==> src/rtl/rr_arbiter_pkg.sv <==
// Shared definitions for the round-robin / fixed-priority arbiter.
//   - arb_state_t : two-state grant FSM encoding (IDLE, GRANT)
//   - RR_N_REQ_DEFAULT / RR_IDX_W_DEFAULT : default requester count and the
//     grant-index width derived from it with $clog2
package rr_arbiter_pkg;

  typedef enum logic {
    ST_IDLE  = 1'b0,
    ST_GRANT = 1'b1
  } arb_state_t;

  localparam int RR_N_REQ_DEFAULT = 4;
  localparam int RR_IDX_W_DEFAULT = (RR_N_REQ_DEFAULT > 1) ? $clog2(RR_N_REQ_DEFAULT) : 1;

endpackage

==> src/rtl/rr_arbiter_select.sv <==
// rr_select: combinational masked priority pick.
// Picks one requester from req. One index can be masked out.
//   req        : request vector
//   last_ptr   : previous owner; round-robin scan starts at last_ptr+1
//   fixed_prio : 1 = lowest set index wins, 0 = round-robin from last_ptr+1
//   excl_en    : mask out excl_idx from the candidate set
//   excl_idx   : index to exclude (current owner on release/preemption)
//   sel        : one-hot pick (all zero when nothing is eligible)
//   sel_idx    : index of the pick (0 when nothing is eligible)
//   sel_valid  : an eligible requester exists
module rr_select
  import rr_arbiter_pkg::*;
#(
  parameter int N_REQ = RR_N_REQ_DEFAULT,
  parameter int IDX_W = RR_IDX_W_DEFAULT
) (
  input  logic [N_REQ-1:0] req,
  input  logic [IDX_W-1:0] last_ptr,
  input  logic             fixed_prio,
  input  logic             excl_en,
  input  logic [IDX_W-1:0] excl_idx,
  output logic [N_REQ-1:0] sel,
  output logic [IDX_W-1:0] sel_idx,
  output logic             sel_valid
);

  logic [N_REQ-1:0] masked;
  logic [IDX_W-1:0] pos;

  always_comb begin
    masked = req;
    if (excl_en) begin
      masked[excl_idx] = 1'b0;
    end
  end

  // Linear scan in priority order. In round-robin mode the scan starts just
  // after the previous owner and wraps, so the previous owner is visited last.
  always_comb begin
    sel       = '0;
    sel_idx   = '0;
    sel_valid = 1'b0;
    pos       = '0;
    for (int i = 0; i < N_REQ; i++) begin
      if (fixed_prio) begin
        pos = IDX_W'(i);
      end else begin
        pos = IDX_W'((int'(last_ptr) + 1 + i) % N_REQ);
      end
      if (!sel_valid && masked[pos]) begin
        sel_valid = 1'b1;
        sel[pos]  = 1'b1;
        sel_idx   = pos;
      end
    end
  end

endmodule

==> src/rtl/rr_arbiter.sv <==
// rr_arbiter: registered round-robin / fixed-priority grant manager sharing
// one datapath unit between N_REQ requesters.
//   clk, rst    : clock, synchronous active-high reset
//   run         : one-cycle pulse, reinitialises arbitration state (like rst)
//   running     : new grants are only issued while high
//   fixed_prio  : 1 = lowest index wins, 0 = round-robin
//   req         : request vector, held high while the resource is needed
//   grant       : registered one-hot grant
//   grant_idx   : owner index (0 when no grant)
//   grant_valid : a grant is active
//   preempt     : one-cycle pulse when an owner is forced off by MAX_HOLD
//   state_dbg   : current FSM state (0 = IDLE, 1 = GRANT)
//
// Handshake: a requester owns the resource from the first cycle grant[i]=1
// is seen until the cycle after it drops req[i]; grant only changes on clk.
module rr_arbiter
  import rr_arbiter_pkg::*;
#(
  parameter int N_REQ    = RR_N_REQ_DEFAULT,
  parameter int IDX_W    = RR_IDX_W_DEFAULT,
  parameter int MAX_HOLD = 16,
  parameter int CNT_W    = 5
) (
  input  logic             clk,
  input  logic             rst,
  input  logic             run,
  input  logic             running,
  input  logic             fixed_prio,
  input  logic [N_REQ-1:0] req,
  output logic [N_REQ-1:0] grant,
  output logic [IDX_W-1:0] grant_idx,
  output logic             grant_valid,
  output logic             preempt,
  output logic             state_dbg
);

  // Saturation point of the hold counter; with the limit disabled it just
  // counts up to its full range and stays there.
  localparam logic [CNT_W-1:0] HOLD_SAT   = (MAX_HOLD > 0) ? CNT_W'(MAX_HOLD) : '1;
  localparam logic [IDX_W-1:0] PTR_RESET  = IDX_W'(N_REQ - 1);
  localparam logic             LIMIT_ON   = (MAX_HOLD > 0);

  arb_state_t       state_q, state_d;
  logic [CNT_W-1:0] hold_cnt_q, hold_cnt_d;
  logic [IDX_W-1:0] last_ptr_q, last_ptr_d;

  logic [N_REQ-1:0] grant_d;
  logic [IDX_W-1:0] grant_idx_d;
  logic             grant_valid_d;
  logic             preempt_d;

  logic [N_REQ-1:0] sel;
  logic [IDX_W-1:0] sel_idx;
  logic             sel_valid;

  // While granted the owner is always excluded: on release its bit is
  // already low, and on preemption it must not win again.
  rr_select #(
    .N_REQ (N_REQ),
    .IDX_W (IDX_W)
  ) u_select (
    .req        (req),
    .last_ptr   (last_ptr_q),
    .fixed_prio (fixed_prio),
    .excl_en    (state_q == ST_GRANT),
    .excl_idx   (grant_idx),
    .sel        (sel),
    .sel_idx    (sel_idx),
    .sel_valid  (sel_valid)
  );

  always_comb begin
    state_d       = state_q;
    hold_cnt_d    = hold_cnt_q;
    last_ptr_d    = last_ptr_q;
    grant_d       = grant;
    grant_idx_d   = grant_idx;
    grant_valid_d = grant_valid;
    preempt_d     = 1'b0;

    case (state_q)
      ST_IDLE: begin
        if (running && sel_valid) begin
          state_d       = ST_GRANT;
          grant_d       = sel;
          grant_idx_d   = sel_idx;
          grant_valid_d = 1'b1;
          hold_cnt_d    = CNT_W'(1);
          last_ptr_d    = sel_idx;
        end
      end

      ST_GRANT: begin
        if (!req[grant_idx]) begin
          // Release: hand over directly when someone else waits.
          if (running && sel_valid) begin
            grant_d     = sel;
            grant_idx_d = sel_idx;
            hold_cnt_d  = CNT_W'(1);
            last_ptr_d  = sel_idx;
          end else begin
            state_d       = ST_IDLE;
            grant_d       = '0;
            grant_idx_d   = '0;
            grant_valid_d = 1'b0;
            hold_cnt_d    = '0;
          end
        end else if (LIMIT_ON && (hold_cnt_q == HOLD_SAT) && running && sel_valid) begin
          // Hold limit reached with another requester waiting: force handover.
          grant_d     = sel;
          grant_idx_d = sel_idx;
          hold_cnt_d  = CNT_W'(1);
          last_ptr_d  = sel_idx;
          preempt_d   = 1'b1;
        end else if (hold_cnt_q != HOLD_SAT) begin
          hold_cnt_d = hold_cnt_q + CNT_W'(1);
        end
      end

      default: begin
        state_d       = ST_IDLE;
        grant_d       = '0;
        grant_idx_d   = '0;
        grant_valid_d = 1'b0;
        hold_cnt_d    = '0;
      end
    endcase
  end

  always_ff @(posedge clk) begin
    if (rst || run) begin
      state_q     <= ST_IDLE;
      hold_cnt_q  <= '0;
      last_ptr_q  <= PTR_RESET;
      grant       <= '0;
      grant_idx   <= '0;
      grant_valid <= 1'b0;
      preempt     <= 1'b0;
    end else begin
      state_q     <= state_d;
      hold_cnt_q  <= hold_cnt_d;
      last_ptr_q  <= last_ptr_d;
      grant       <= grant_d;
      grant_idx   <= grant_idx_d;
      grant_valid <= grant_valid_d;
      preempt     <= preempt_d;
    end
  end

  assign state_dbg = state_q;

endmodule

==> config.mk <==
export PLATFORM = sky130hd
export DESIGN_NAME = rr_arbiter
export DESIGN_NICKNAME = d
export VERILOG_FILES = /design/src/rtl/rr_arbiter_pkg.sv /design/src/rtl/rr_arbiter_select.sv /design/src/rtl/rr_arbiter.sv
export SDC_FILE = /design/constraint.sdc
export NUM_CORES = 1
export LEC_CHECK = 0
export ABC_AREA = 1
export BUFFER_PORTS_ARGS = -buffer_cell sky130_fd_sc_hd__clkbuf_2
export CAP_MARGIN = 15
export CORE_MARGIN = 2
export CORE_UTILIZATION = 60
export DETAILED_ROUTE_END_ITERATION = 12
export PLACE_DENSITY = 0.91
export SYNTH_ARGS = -nofsm -noshare
export SYNTH_HDL_FRONTEND = slang
export SYNTH_SLANG_ARGS = --single-unit
==> constraint.sdc <==
create_clock -name clk -period 5.2 [get_ports clk]
set_clock_uncertainty 0.05 [all_clocks]
set_input_delay 0.52 -clock clk [delete_from_list [all_inputs] [get_ports clk]]
set_output_delay 0.52 -clock clk [all_outputs]
set_load 0.02 [all_outputs]
[Word level (Yosys, flattened, before mapping)]
Index checks and enable logic that the tools add are counted.
Word-level totals
  bits in registers: 16
  bits of input ports: 9
  output and inout bits: 9
  logic and storage cells: 119
Cells by class
  add/sub/neg operators: 5
  magnitude comparators: 10
  eq/ne operators: 7
  muxes and demuxes: 64
  bitwise operators: 7
  reduce and logical (&&, ||, !) cells: 19
Operators with widths (number)
  $mux 4: 9
  $mux 2: 14
  $mux 1: 21
  $mux 5: 4
  $lt 2x3->1 const B: 5
  $or 4x4->4: 3
  $logic_and 1x1->1: 11
  $bmux 1 s2: 5
  $demux 1 s2: 5
  $ge 2x1->1 const B: 5
  $pmux 5 s2: 1
  $pmux 2 s2: 2
  $pmux 4 s2: 1
  $ne 2x2->1 const B: 3
  $add 5x1->5 const B: 1
  $eq 5x5->1 const B: 1
  $ne 5x5->1 const B: 1
  $add 2x1->2 const B: 2
  $add 2x2->2 const B: 2
  $and 4x4->4: 1
  $ne 4x2->1 const B: 1
  $not 4->4: 1
  $pmux 1 s2: 2
  $reduce_and 2->1: 2
  6 further kinds: 9

[Longest topological paths before layout]
Gate-level depths: netlist (run 1).
  depth in word-level cells: 23
  gate-level depth with buffers: 14

[Cells and area by module]
From an unflattened synthesis (run 1), not the netlist that was laid out.
Second synthesis, totals
  cells, all modules: 219
  area total of the unflattened synthesis: 1378.8 µm²
Modules (own cells, without submodules)
  rr_arbiter: instances 1, cells an instance 124, area each 872.1 µm²
  rr_select: instances 1, cells an instance 95, area each 506.7 µm²

[Worst setup path before layout (run 1)]
OpenSTA, ideal clock, no wires.
  path type: reg-to-reg
  start point: register state_q (netlist: state_dbg)
  end point: register last_ptr_q[0]
  library setup time: 137 ps
  arrival time: 1645 ps
  setup slack: 3368 ps
  stages on the path, launching flop included: 11
  path buffers: 1
  clock period less this slack: 1832 ps
  cells stage by stage: dfxtp_1 -> nand3_1 -> nand3_1 -> nand2_1 -> o21ai_2 -> buf_4 -> inv_1 -> a211oi_1 -> a21oi_1 -> nand2_1 -> nand3_1
On the way
  cells in the longest elaborated chain, start to end: 17
Ends and longest elaborated chain
  start: declaration: line rr_arbiter.sv:43  | arb_state_t state_q, state_d;
  start signal: assignment: line rr_arbiter.sv:140  | state_q <= state_d;
  $mux 4: line rr_arbiter_select.sv:32  | if (excl_en) begin
  $bmux 1 s2: line rr_arbiter_select.sv:50  | if (!sel_valid && masked[pos]) begin
  $mux 1 (implied by the code): line rr_arbiter_select.sv:50
  $mux 1: line rr_arbiter_select.sv:50
  $logic_not 1->1: line rr_arbiter_select.sv:50
  $logic_and 1x1->1: line rr_arbiter_select.sv:50
  $mux 1: line rr_arbiter_select.sv:50
  $logic_not 1->1: line rr_arbiter_select.sv:50
  $logic_and 1x1->1: line rr_arbiter_select.sv:50
  $mux 1: line rr_arbiter_select.sv:50
  $logic_not 1->1: line rr_arbiter_select.sv:50
  $logic_and 1x1->1: line rr_arbiter_select.sv:50
  $mux 1: line rr_arbiter_select.sv:50
  $logic_and 1x1->1: line rr_arbiter.sv:83, rr_arbiter.sv:96
  $mux 2: line rr_arbiter.sv:83, rr_arbiter.sv:96
  $mux 2: line rr_arbiter.sv:94  | if (!req[grant_idx]) begin
  $pmux 2 s2: line rr_arbiter.sv:81  | case (state_q)
  end signal: assignment: line rr_arbiter.sv:142  | last_ptr_q <= last_ptr_d;
  end: declaration: line rr_arbiter.sv:45  | logic [IDX_W-1:0] last_ptr_q, last_ptr_d;
Several ways; a longest one is shown, not always the timed one. The select of a mux whose other input is x is not followed.
A chain may end at the register's enable or synchronous reset.

[Worst setup path in the final report (run 1)]
  start point: register grant_idx[0]
  end point: register last_ptr_q[1]
On the way
  cells in the longest elaborated chain, start to end: 23
Ends and longest elaborated chain
  start: declaration: line rr_arbiter.sv:31  | output logic [IDX_W-1:0] grant_idx,
  start signal: assignment: line rr_arbiter.sv:144  | grant_idx <= grant_idx_d;
  $lt 2x3->1 (implied by the code) / $ge 2x1->1 (equally long branches): line rr_arbiter_select.sv:33  | masked[excl_idx] = 1'b0;
  $logic_and 1x1->1 (implied by the code): line rr_arbiter_select.sv:33
  $mux 1 (implied by the code): line rr_arbiter_select.sv:33
  $demux 1 s2
  $not 4->4 (no source line)
  $and 4x4->4 (no source line)
  $mux 4: line rr_arbiter_select.sv:32
  $bmux 1 s2: line rr_arbiter_select.sv:50
  [... 7 more ...]
  $mux 1: line rr_arbiter_select.sv:50
  $logic_not 1->1: line rr_arbiter_select.sv:50
  $logic_and 1x1->1: line rr_arbiter_select.sv:50
  $mux 1: line rr_arbiter_select.sv:50
  $logic_and 1x1->1: line rr_arbiter.sv:83, rr_arbiter.sv:96
  $mux 2: line rr_arbiter.sv:83, rr_arbiter.sv:96
  $mux 2: line rr_arbiter.sv:94
  $pmux 2 s2: line rr_arbiter.sv:81
Several ways; a longest one is shown, not always the timed one. The select of a mux whose other input is x is not followed.

==> results.py, run 1 <==
metrics = {
    "status": {
        "status": "completed",
    },
    "drt": {
        "avgRoutedWirePerCell_um": 12.9,
        "first_pass_iters": 5,
        "ant_nets": 0,
        "drc": 0,
        "wl_um": 3060,
        "num_vias": 1324,
        "drt_iter0_drc": 72,
        "vias_per_cell": 5.56,
    },
    "global_route": {
        "track_usage_pct": 27.1,
        "grt_pass1_vias": 1225,
        "grt_overflow": 0,
        "grt_pass1_wl_um": 5230,
        "grt_antenna_before_repair": 0,
        "grt_max_degree": 12,
    },
    "finish": {
        "fillers": 174,
        "num_antenna_cells": 0,
        "layout.cells.most_common": "nand2_1",
        "layout_common_cells": "nand2_1 (46), nand3_1 (29), inv_1 (23), nor2_1 (19), clkbuf_2 (17)",
        "final_cells": 238,
        "nNetsFinal": 224,
        "post-route-util_pct": 70.8,
        "drive_gt1_share_pct": 22.7,
        "syn_to_final_growth_pct": 10.7,
        "seq_area_um2": 320,
        "multi_input_area_um2": 830,
    },
    "timing": {
        "max_freq_mhz": 412,
        "final.period_utilization_pct": 46.7,
        "layout_setup_ws_ns": 2.77,
        "tns_ns": 0,
        "finalHoldViolations": 0,
        "slew_violations": 0,
        "grt_setup_unrepaired": "no",
        "period_needed_ns": 2.43,
        "slew_headroom_pct": 64.0,
        "setup_viol": 0,
        "tightest_slew_ns": 0.540,
    },
    "floorplan": {
        "dieWidth_um": 49.7,
        "die_y_um": 49.7,
        "rows": 16,
        "core_region_area_um2": 1960,
        "num_io_pins": 18,
        "start_util_pct": 64.0,
        "die_area_um2": 2470,
    },
    "clock_network": {
        "post-cts-setup-buffer-count": 0,
        "cts_max_level": 1,
        "clk_path_buf_depth": 2,
        "numCtsBuffers": 3,
        "cts_root_buffer": "clkbuf_4",
        "cts_tree": "built",
        "cts.sinks": 16,
        "cts_hold_buf": 0,
        "clk_pin_slew_ns": 0.08,
        "worstSkewPairLatency_ns": 0.29,
        "cts.repair.resized": 0,
    },
    "power_and_ir_drop": {
        "ir_worst_vdd_v": 0.000186,
        "leakagePower_uw": 0.000659,
        "pwr_density_cell_nw_per_um2": 206,
    },
    "yosys": {
        "synthCells": 192,
        "synth_nets": 203,
        "yosys_warnings": 0,
        "synth_cell_types": 24,
        "avgSynthCellArea_um2": 6.54,
        "syn_area_um2": 1250,
        "ys_seq_area_share_pct": 25.5,
        "ys_ff_latch": 16,
    },
    "critical_path": {
        "cp-start-kind": "register",
        "timing.critical_path.cells": "inv_1 > nand3_1 > nand3_1 > nand2_1 > o21ai_2 > nand4_4 > nand2_4 > o21ai_0 > nand2_1 > inv_1 > nand2_1 > nand3_1",
        "crit_required_ns": 5.30,
        "cpLargestDelayFamily": "simple AND/OR/NAND/NOR gates",
        "path_class": "reg2reg",
        "critical_path.max_fanout": 11,
        "critical_path.endpoint_type": "register",
        "cpMaxStageDelayCell": "o21ai_2",
        "slowest_delay_ns": 0.45,
        "cp.arrival_ns": 2.53,
        "critPathBufInv": 2,
    },
    "placed_design": {
        "preCtsSetupSlack_ns": 2.68,
        "hpwl_um": 2410,
        "placed_cells_incl_taps": 235,
        "place_congestion": 0.933,
        "io_buffers": 17,
    },
    "worst_hold_path": {
        "hold_path_class": "reg2reg",
    },
    "flow_run": {
        "maxCapViolCount": 0,
    },
}
## synthesized netlist by cell type, drive strengths merged
| cell type | number | area [um^2] |
|---|---|---|
| buf | 1 | 7.51 |
| ha | 2 | 25.0 |
| nand2 | 60 | 295 |
| a21oi | 9 | 45.0 |
| inv | 26 | 97.6 |
| xor2 | 3 | 26.3 |
| nand4 | 3 | 48.8 |
| o211ai | 2 | 15.0 |
| o21ai | 8 | 43.8 |
| nand3 | 36 | 215 |
| o21bai | 1 | 7.51 |
| a211oi | 1 | 7.51 |
| nor2 | 20 | 77.6 |
| dfxtp | 16 | 320 |
| o22ai | 2 | 12.5 |
| nor3 | 2 | 10.0 |
## where the power goes
group / switching, uW / leakage (uW) / internal, uW / total (uW)
Combinational: 63.5 / 0.000515 / 27.8 / 91.3
Sequential: 5.16 / 0.000130 / 127 / 132
Clock: 36.1 / 0.0000138 / 27.0 / 63.0
Total: 105 / 0.000659 / 182 / 287
## routing by layer
metal	vias to the layer above	GRT usage [%]	routed length (um)
li1	669	-	-
met1	570	35.7	1340
met2	77	43.8	1430
met3	8	3.03	235
met4	0	13.4	66
met5	-	0	0
## flip-flops by register name, summed over array words and instances (netlist names)
| name | flops |
|---|---|
| last_ptr_q | 2 |
| preempt | 1 |
| grant_idx | 2 |
| state_dbg | 1 |
| grant_valid | 1 |
| grant | 4 |
| hold_cnt_q | 5 |
## stage by stage
stage	power, uW	hold slack [ns]	area (um^2)
final	287	0.407	1390
after detailed placement	224	0.391	1370
after CTS	288	0.406	1390
after floorplan	204	0.414	1250
after global placement	220	0.392	1370
after global routing	305	0.428	1390
## cells by family after synthesis
logic type	Yosys count	share of synthesized area [%]
AND/OR/NAND/NOR	121	51.5
buffers and inverters	27	8.37
XOR/XNOR	3	2.09
flip-flops	16	25.5
AO/OA/AOI/OAI	23	10.5
adder cells (fa/ha/maj)	2	1.99
## tightest hold or removal path, stage by stage, from the launching register on
cell and delay [ns]:
dfxtp_1 0.31, nand2_1 0.06, nand2_1 0.05
## final timing paths
path                start             to  slack, ns  cells after the start
min reg2reg      grant[3]       grant[3]       0.41                      2
max          grant_idx[0]  last_ptr_q[1]       2.77                     12
max reg2reg  grant_idx[0]  last_ptr_q[1]       2.77                     12
min              grant[3]       grant[3]       0.41                      2
## area by class of cell
cell class	count	share of cell area [%]
timing repair buffer	17	6.13
sequential	16	23.1
tap	27	2.43
clock buffer	3	1.62
inverter	26	7.03
multi-input combinational	149	59.7
Power figures use the tool's default switching activity.
==> run 2, diff against run 1 <==
--- a/config.mk
+++ b/config.mk
@@ -5,13 +5,13 @@
 export SDC_FILE = /design/constraint.sdc
 export NUM_CORES = 1
 export LEC_CHECK = 0
-export ABC_AREA = 1
+export ABC_AREA = 0
 export BUFFER_PORTS_ARGS = -buffer_cell sky130_fd_sc_hd__clkbuf_2
 export CAP_MARGIN = 15
 export CORE_MARGIN = 2
-export CORE_UTILIZATION = 60
+export CORE_UTILIZATION = 57
 export DETAILED_ROUTE_END_ITERATION = 12
-export PLACE_DENSITY = 0.91
+export PLACE_DENSITY = 0.87
 export SYNTH_ARGS = -nofsm -noshare
 export SYNTH_HDL_FRONTEND = slang
 export SYNTH_SLANG_ARGS = --single-unit
==> constraint.sdc (replaced) <==
create_clock -name clk -period 2.3 [get_ports clk]
set_clock_uncertainty 0.05 [all_clocks]
set_input_delay 0.23 -clock clk [delete_from_list [all_inputs] [get_ports clk]]
set_output_delay 0.23 -clock clk [all_outputs]
set_load 0.02 [all_outputs]
==> results.py, run 2 <==
metrics = {
    "global_route": {
        "grt_pass1_vias": 1178,
        "grt_overflow": 0,
        "grt_max_degree": 11,
        "track_usage_pct": 27.5,
        "grt_antenna_before_repair": 0,
        "grt_pass1_wl_um": 5520,
    },
    "floorplan": {
        "num_io_pins": 18,
        "die_area_um2": 2700,
        "core_region_area_um2": 2190,
        "dieWidth_um": 52.0,
        "rows": 17,
        "die_y_um": 52.0,
        "start_util_pct": 59.9,
    },
    "drt": {
        "wl_um": 3380,
        "drc": 0,
        "drt_iter0_drc": 78,
        "avgRoutedWirePerCell_um": 17.3,
        "ant_nets": 0,
        "num_vias": 1321,
        "vias_per_cell": 6.74,
        "first_pass_iters": 4,
    },
    "yosys": {
        "synthCells": 154,
        "ys_seq_area_share_pct": 24.4,
        "synthTopCellsByCount": "dfxtp_1 (16), nand2_1 (14), nor2_1 (12), nand3_1 (7)",
        "netlist.area_leader.share_pct": 24.4,
        "synth_top_family_by_area": "compound AO/OA/AOI/OAI gates",
        "synth_edf_count": 0,
        "yosys_warnings": 0,
        "ys_ff_latch": 16,
        "synth_adder_area_share_pct": 1.91,
        "yosys.area_share.simple_pct": 29.3,
        "synth_xor_area_share_pct": 2.67,
        "avgSynthCellArea_um2": 8.51,
        "syn_area_um2": 1310,
        "synth.area.top_cells": "dfxtp_1 (24%), nand2_1 (4.0%), mux4_2 (3.4%)",
        "synth_nets": 165,
        "synth_compound_area_share_pct": 29.3,
        "ys.flop_type": "dfxtp_1",
        "yosysTopAreaCell": "dfxtp_1",
        "yosysMostFrequentCell": "dfxtp_1",
        "synthMuxAreaShare_pct": 6.49,
        "async_reset_ff_share_pct": 0,
        "synth_cell_types": 62,
    },
    "timing": {
        "tightest_slew_ns": 0.481,
        "finalHoldViolations": 0,
        "hold_ws_ns": 0.201,
        "grt_setup_unrepaired": "no",
        "period_needed_ns": 2.10,
        "slew_violations": 0,
        "slew_headroom_pct": 67.8,
        "setup_viol": 0,
        "tns_ns": 0,
        "layout_setup_ws_ns": 0.204,
        "max_freq_mhz": 477,
        "final.period_utilization_pct": 91.1,
    },
    "finish": {
        "reg_top3": "hold_cnt_q (5), grant (4)",
        "num_antenna_cells": 0,
        "nNetsFinal": 180,
        "largest_reg_flops": 5,
        "regMostFlops": "hold_cnt_q",
        "multi_input_area_um2": 913,
        "fillers": 185,
        "layout.cells.most_common": "clkbuf_2",
        "drive_gt1_share_pct": 25.6,
        "seq_area_um2": 320,
        "syn_to_final_growth_pct": 8.87,
        "layout_common_cells": "clkbuf_2 (17), dfxtp_1 (16), nand2_1 (14), nor2_1 (12), nand3_1 (7)",
    },
    "critical_path": {
        "critical_path.endpoint_type": "register",
        "cp.arrival_ns": 2.26,
        "cp-start-kind": "register",
        "path_class": "reg2reg",
        "critical_path.max_fanout": 10,
        "crit_required_ns": 2.46,
    },
    "placed_design": {
        "io_buffers": 17,
        "hpwl_um": 2540,
        "preCtsSetupSlack_ns": 0.232,
        "place_congestion": 0.915,
    },
    "clock_network": {
        "cts_root_buffer": "clkbuf_4",
        "cts_max_level": 1,
        "clk_pin_slew_ns": 0.11,
        "clk_path_buf_depth": 2,
        "cts.repair.resized": 0,
        "cts.sinks": 16,
        "cts_hold_buf": 0,
        "post-cts-setup-buffer-count": 0,
        "worstSkewPairLatency_ns": 0.30,
        "numCtsBuffers": 3,
        "cts_tree": "built",
    },
    "power_and_ir_drop": {
        "pwr_density_cell_nw_per_um2": 480,
        "ir_worst_vdd_v": 0.000311,
        "leakagePower_uw": 0.000521,
    },
    "status": {
        "status": "completed",
    },
    "worst_hold_path": {
        "hold_path_class": "in2reg",
    },
    "flow_run": {
        "maxCapViolCount": 0,
    },
}
## run 2: changes by cell type after synthesis, sizes merged, moves of 4 or more
cell   before  now
and2        0    5
xnor2       0    4
nand2      60   15
buf         1    8
inv        26    4
nor2       20   15
mux2i       0    4
nand3      36    7
## run 2: layout make-up
type	count	area share, %
Multi-Input combinational cell	124	64.0
Sequential cell	16	22.4
Timing Repair Buffer	20	7.54
Clock buffer	4	2.54
Tap cell	28	2.45
Inverter	4	1.05
## run 2: final timing paths
check / start / cells past startpoint / endpoint / slack [ns]
min: rst / 4 / hold_cnt_q[0] / 0.20
max reg2reg: grant_idx[0] / 5 / grant[0] / 0.20
max: grant_idx[0] / 5 / grant[0] / 0.20
min reg2reg: grant[1] / 2 / grant[1] / 0.43
## run 2: power breakdown
group | internal [uW] | switching [uW]
Clock | 96.5 | 101
Combinational | 71.7 | 114
Sequential | 287 | 16.2
Total | 455 | 231
## run 2: metrics by stage
| step | power, uW | std cells | area (um^2) | utilization, % |
|---|---|---|---|---|
| finish | 686 | 196 | 1430 | 65.2 |
| global route | 714 | 196 | 1430 | 65.2 |
| CTS | 683 | 196 | 1430 | 65.2 |
| detailed placement | 489 | 192 | 1390 | 63.5 |
| global placement | 485 | 192 | 1390 | 63.5 |
| floorplan | 447 | 154 | 1310 | - |
## run 2: critical path, cell delays in order, from the launching register on
cell and delay, ns:
dfxtp_1 0.57, mux4_2 0.61, and3_4 0.24, nor2_4 0.11
nand2_1 0.13, o311ai_1 0.31
## run 2: kinds of logic after synthesis
logic type | Yosys count
buffers and inverters | 14
AO/OA/AOI/OAI | 46
multiplexers | 6
adder cells (fa/ha/maj) | 2
flip-flops | 16
AND/OR/NAND/NOR | 66
XOR/XNOR | 4
## run 2: layer usage
metal  up-vias  part of all wire (%)  track usage, %  routed length (um)
met5         -                     0               0                   0
met2        76                    45            41.6                1520
met4         0                   1.8            11.0                  62
li1        615                     -               -                   -
met3         8                   9.0            3.74                 304
met1       622                    44            38.9                1500
